`src/rtl/noc_tree_pkg.sv`:
```
// Shared types and field helpers for the binary-tree NoC router.
// Packet layout: {addr, dest, payload}, addr in the MSBs.
package noc_tree_pkg;

  localparam int WIDTH_packet = 14;
  localparam int WIDTH_addr   = 3;
  localparam int WIDTH_dest   = 3;

  typedef logic [WIDTH_packet-1:0] packet_t;

  typedef enum logic {EMPTY = 1'b0, FULL = 1'b1} out_state_t;

  function automatic logic [WIDTH_addr-1:0] pkt_addr(input packet_t p);
    return p[WIDTH_packet-1 -: WIDTH_addr];
  endfunction

  function automatic logic [WIDTH_dest-1:0] pkt_dest(input packet_t p);
    return p[WIDTH_packet-WIDTH_addr-1 -: WIDTH_dest];
  endfunction

endpackage

```
`src/rtl/rr_arbiter.sv`:
```
// Combinational round-robin picker: first valid requester after last_grant, wrapping.
// Zero latency; no state, the caller owns the pointer.
module rr_arbiter #(
  parameter int N = 3,
  localparam int IW = $clog2(N)
) (
  input  logic [N-1:0]  req,
  input  logic [IW-1:0] last_grant,
  output logic [N-1:0]  grant_onehot,
  output logic [IW-1:0] grant_idx,
  output logic          any_req
);

  logic found;
  int   idx;

  always_comb begin
    grant_onehot = '0;
    grant_idx    = '0;
    found        = 1'b0;
    idx          = 0;
    any_req      = |req;
    // k = N revisits last_grant itself, so a lone repeat requester still wins
    for (int k = 1; k <= N; k++) begin
      idx = (int'(last_grant) + k) % N;
      if (!found && req[idx]) begin
        found             = 1'b1;
        grant_idx         = IW'(idx);
        grant_onehot[idx] = 1'b1;
      end
    end
  end

endmodule

```
`src/rtl/tree_out_port_arbiter.sv`:
```
// Output-port arbiter: round-robin grant among input controllers into a one-entry output register.
// Packet appears one cycle after req_ready; reloads in the same cycle it drains, so no bubbles.
module tree_out_port_arbiter
  import noc_tree_pkg::*;
#(
  parameter int NUM_REQ   = 3,
  parameter int WIDTH_cnt = 16,
  localparam int IW = $clog2(NUM_REQ)
) (
  input  logic                            clk,
  input  logic                            rst,
  input  logic [NUM_REQ-1:0]              req_valid,
  input  logic [NUM_REQ*WIDTH_packet-1:0] req_packet,
  output logic [NUM_REQ-1:0]              req_ready,
  output logic                            out_valid,
  output logic [WIDTH_packet-1:0]         out_packet,
  input  logic                            out_ready,
  output logic [IW-1:0]                   out_src,
  output logic [WIDTH_cnt-1:0]            pkt_count
);

  out_state_t           state_q, state_d;
  packet_t              pkt_q, pkt_d;
  logic [IW-1:0]        src_q, src_d;
  logic [IW-1:0]        last_grant_q, last_grant_d;
  logic [WIDTH_cnt-1:0] cnt_q, cnt_d;

  logic [NUM_REQ-1:0]   grant_onehot;
  logic [IW-1:0]        grant_idx;
  logic                 any_req;
  logic                 load, accept, drain;

  rr_arbiter #(.N(NUM_REQ)) u_rr (
    .req          (req_valid),
    .last_grant   (last_grant_q),
    .grant_onehot (grant_onehot),
    .grant_idx    (grant_idx),
    .any_req      (any_req)
  );

  assign load   = (state_q == EMPTY) || out_ready;
  assign accept = load && any_req && !rst;
  assign drain  = (state_q == FULL) && out_ready;

  always_ff @(posedge clk) begin
    if (rst) state_q <= EMPTY;
    else     state_q <= state_d;
  end

  always_comb begin
    state_d = state_q;
    case (state_q)
      EMPTY:   if (any_req) state_d = FULL;
      FULL:    if (out_ready) state_d = any_req ? FULL : EMPTY;
      default: state_d = EMPTY;
    endcase
  end

  always_comb begin
    out_valid = (state_q == FULL);
    req_ready = accept ? grant_onehot : '0;
  end

  // Payload is only sampled on an accepted transfer, so idle requester buses never leak in
  always_comb begin
    pkt_d        = pkt_q;
    src_d        = src_q;
    last_grant_d = last_grant_q;
    cnt_d        = cnt_q + WIDTH_cnt'(drain);
    if (accept) begin
      pkt_d        = req_packet[int'(grant_idx)*WIDTH_packet +: WIDTH_packet];
      src_d        = grant_idx;
      last_grant_d = grant_idx;
    end
  end

  always_ff @(posedge clk) begin
    if (rst) begin
      pkt_q        <= '0;
      src_q        <= '0;
      last_grant_q <= IW'(NUM_REQ-1);
      cnt_q        <= '0;
    end else begin
      pkt_q        <= pkt_d;
      src_q        <= src_d;
      last_grant_q <= last_grant_d;
      cnt_q        <= cnt_d;
    end
  end

  assign out_packet = pkt_q;
  assign out_src    = src_q;
  assign pkt_count  = cnt_q;

endmodule

```
`config.mk`:
```
export PLATFORM = sky130hd
export DESIGN_NAME = tree_out_port_arbiter
export DESIGN_NICKNAME = d
export VERILOG_FILES = /design/src/rtl/noc_tree_pkg.sv /design/src/rtl/rr_arbiter.sv /design/src/rtl/tree_out_port_arbiter.sv
export SDC_FILE = /design/constraint.sdc
export NUM_CORES = 1
export LEC_CHECK = 0
export ABC_CLOCK_PERIOD_IN_PS = 3260
export CAP_MARGIN = 20
export CORE_MARGIN = 2
export CORE_UTILIZATION = 41
export DETAILED_ROUTE_END_ITERATION = 7
export PLACE_DENSITY_LB_ADDON = 0.1
export SLEW_MARGIN = 10
export SYNTH_ARGS = -nofsm -noshare
export SYNTH_HDL_FRONTEND = slang
export SYNTH_SLANG_ARGS = --single-unit
export TNS_END_PERCENT = 100
```
`constraint.sdc`:
```
create_clock -name clk -period 3.26 [get_ports clk]
set_clock_uncertainty 0.2 [all_clocks]
set_input_delay 0.652 -clock clk [delete_from_list [all_inputs] [get_ports clk]]
set_output_delay 0.652 -clock clk [all_outputs]
set_load 0.01 [all_outputs]
```
==> metrics.md <==
| Metric | Value |
|---|---|
| Slowest cell on crit path | dlygate4sd2_1 |
| Worst-Skew Late Latency | roughly 290 ps |
| Reg-to-Reg Start | out_src[0] |
| Ys Warns | 0 |
| Fin. max-slew vios | 0 |
| Routability cong. | 0.828 |
| Hold-fix buffers, CTS | 0 |
| Max Root-Sink Buffers | 2 |
| Fill cell count | 378 |
| Gate Count Post-Synth | 192 |
| TritonCTS clock tree | done |
| Seq cells post-synth | 34 |
| PD cells | between 400 and 500 nW/um^2 |
| Fin Hold WS | around 310 ps |
| Dpl hpwl | 3510 um |
| Outcome | finished clean |
| Cell area after layout | 2890 um^2 |
| Placed cell count | 330 |
| Std cell rows | 24 |
| Maximum operating frequency | between 300 and 400 MHz |
| Reg area | 686 um^2 |
| Vias in the first global route | between 1500 and 2000 |
| H-Tree Depth | 2 |
| Worst EP required | roughly 2400 ps |
| Final #Nets | about 340 |
| Top-Level Pins | between 80 and 90 |
| CP Launch Point | req_valid[2] |
| Sink Count | 34 |
| Clock tree root driver cell | clkbuf_8 |
| Setup crit end | req_ready[2] |
| Clk pin slew, worst setup/hold paths | 70 ps |
| Largest net degree at the start of global routing | 23 |
| DRT antenna net count | 0 |
| Mapped Area | between 1500 and 2000 um^2 |
| Wire per inst | about 14 um |
| Ant diodes | 0 |
| Final setup vio count | 0 |
| Crit path cell chain | dlygate4sd2_1 > buf_4 > nand2_1 > o22ai_4 > a211oi_4 > buf_4 > a22oi_1 > nor2_1 > dlygate4sd2_1 |
| Family with the most delay on the worst path | buffers and inverters |
| FF-to-FF setup slack | 580 ps |
| Total wire length | roughly 4800 um |
| Vias per inst | 5.35 |
| Area occupied by multi-input gates | 1070 um^2 |
| Post-route setup TNS | 0 ps |
| Max_cap viols | 0 |
| Initial DRC Count | 88 |
| Placed Instance Area | approximately 2700 um^2 |
| Num CTS Buffers | 5 |
| Sequential area share after synthesis | a little under two fifths |
| Worst-margin pin slew | about 660 ps |
| First-pass detailed-route iteration total | 4 |
| Slew headroom | between 50% and 60% |
| Peak fanout along the critical path | 5 |
| First-pass GRT wire length | about 8000 um |
| Initial antenna violation count | 0 |
| Share of layout cells above drive strength 1 | between 15 and 20% |
| Vias | around 1800 |
| CP Launch Type | primary input |
| Synth Net Count | about 250 |
| Average cell area after synthesis | between 9 and 10 um^2 |
| Die Y | approximately 70 um |
| Pleak | between 1 and 1.5 nW |
| Core Box Area | about 4300 um^2 |
| Synth async-reset ratio | 0% |
| Die area | 4920 um^2 |
| Critical path capture point type | output port |
| IO buf count | 83 |
| Maximum vdd ir drop | ~250 uV |
| Area Overhead vs Synth | 61.3% |
| Grt ovf | 0 |
| Die width | 70.1 um |
| Slowest stage delay, CP | 300 ps |
| DR DRC count | 0 |
| Worst Reg2Reg Path Length in Cells | 10 |
| Cell depth of the worst setup path | 9 |
| Critical path class | in -> out |
| Reg-to-Reg End | out_packet[7] |
| Crit path buffers/inverters | 4 |
| Tightest Hold Check Type | reg -> reg |
| Fin cells | 340 |
| Final hold vios | 0 |
| Final period util | a little over nine tenths |
| Predominant post-synthesis flop cell | dfxtp_1 |
| Distinct cells, synth | 46 |
| GRT Overall Usage | between 20 and 25% |
| Worst path arrival time | around 2300 ps |
| Number of synthesized flops with an enable pin | 0 |
| Initial Util | a little over two fifths |
| Minimum clock period | 3100 ps |
==> final cells by class <==
cell class	count	area share, %
well taps	52	2.25
multi-input cells	139	36.9
clock buffers	6	2.86
inverters	7	0.909
flip-flops and latches	34	23.7
repair buffers	100	32.9
clock inverters	2	0.433
==> registers in the layout, summed over array words and instances (netlist names) <==
register	flops
last_grant_q	1
out_src	2
pkt_count	16
out_packet	14
out_valid	1
==> worst min-delay path by stage <==
stage / startpoint / slack (ps) / endpoint / cells after the start
after floorplan: out_src[1] / 310 / out_src[1] / 2
after global placement: out_src[1] / 280 / out_src[1] / 2
after detailed placement: out_src[1] / 290 / out_src[1] / 2
after CTS: out_src[1] / 310 / out_src[1] / 2
after global routing: pkt_count[12] / 340 / pkt_count[12] / 2
final: out_src[1] / 310 / out_src[1] / 2
==> per-stage QoR <==
stage | setup WS [ps] | util, % | total power, W
2_1_floorplan | 672 | - | 0.000713
3_3_place_gp | -287 | 63.3 | 0.000920
3_5_place_dp | -269 | 63.3 | 0.000919
4_1_cts | 46.3 | 66.1 | 0.00127
5_1_grt | -4.21 | 67.3 | 0.00134
6_report | 156 | 67.3 | 0.00127
==> cells in the mapped netlist (2+ instances only) <==
cell type / instances / area (um^2)
a221o_1: 10 / 100
dfxtp_1: 34 / 681
clkbuf_1: 4 / 15.0
or3_1: 4 / 25.0
buf_2: 2 / 10.0
a22o_1: 13 / 114
buf_6: 4 / 45.0
nor2b_1: 5 / 31.3
xor2_1: 5 / 43.8
nor2_1: 20 / 75.1
nor3_1: 4 / 20.0
a31oi_1: 2 / 12.5
and3_1: 4 / 25.0
inv_1: 7 / 26.3
o21ai_0: 4 / 20.0
a21oi_1: 6 / 30.0
o22ai_1: 2 / 12.5
nand3_1: 8 / 40.0
ha_1: 6 / 75.1
nand2_1: 9 / 33.8
buf_4: 2 / 15.0
a221o_2: 3 / 33.8
mux2i_1: 3 / 30.0
nand2b_1: 4 / 25.0
xnor2_1: 6 / 52.6
==> worst reg2reg max path, cell delays in order, from the launching register on <==
cell and delay, ps:
dfxtp_4 370, inv_1 110, ha_4 200, mux2i_4 250
o22ai_4 120, a211oi_4 280, buf_4 160, buf_4 110
o32ai_2 110, nor2_2 480, a221o_1 250
==> report_power, final <==
part / switching, W / leakage, nW / internal (W) / total [W]
registers: 0.0000295 / 0.279 / 0.000462 / 0.000491
logic: 0.000186 / 0.778 / 0.000267 / 0.000453
clock network: 0.000161 / 0.0472 / 0.000170 / 0.000331
==> layer usage <==
layer	global-route usage, %	wire length (um)
met1	26.6	2130
met2	30.9	2150
met3	6.78	377
met4	8.55	101
met5	0	0
==> cells in the final DEF, fill, tap and decap left out, types with 6 or more instances in the layout <==
master / count
clkdlybuf4s50_1: 77
dfxtp_1: 32
nor2_1: 20
buf_4: 17
a22o_1: 13
a221o_1: 10
nand2_1: 9
nand3_1: 8
inv_1: 6
a21oi_1: 6
xnor2_1: 6
clkbuf_8: 6
==> kinds of logic (layout without fill, tap and decap cells) <==
group | after synthesis | after routing | share of synthesized area (%)
and+or+nand+nor | 67 | 67 | 19.3
muxes | 4 | 4 | 2.44
buffers and inverters | 19 | 115 | 6.21
adders and majority gates | 6 | 6 | 4.19
AOI/OAI and AO/OA | 51 | 51 | 24.5
xor gates and xnor gates | 11 | 11 | 5.37
DFF | 34 | 34 | 38.0
==> what timing repair did <==
item	CTS	global route
buffers inserted	1	0
endpoints found under the setup margin	3	1
gates resized for setup	12	9
pin swaps	1	2
Power figures use the tool's default switching activity.
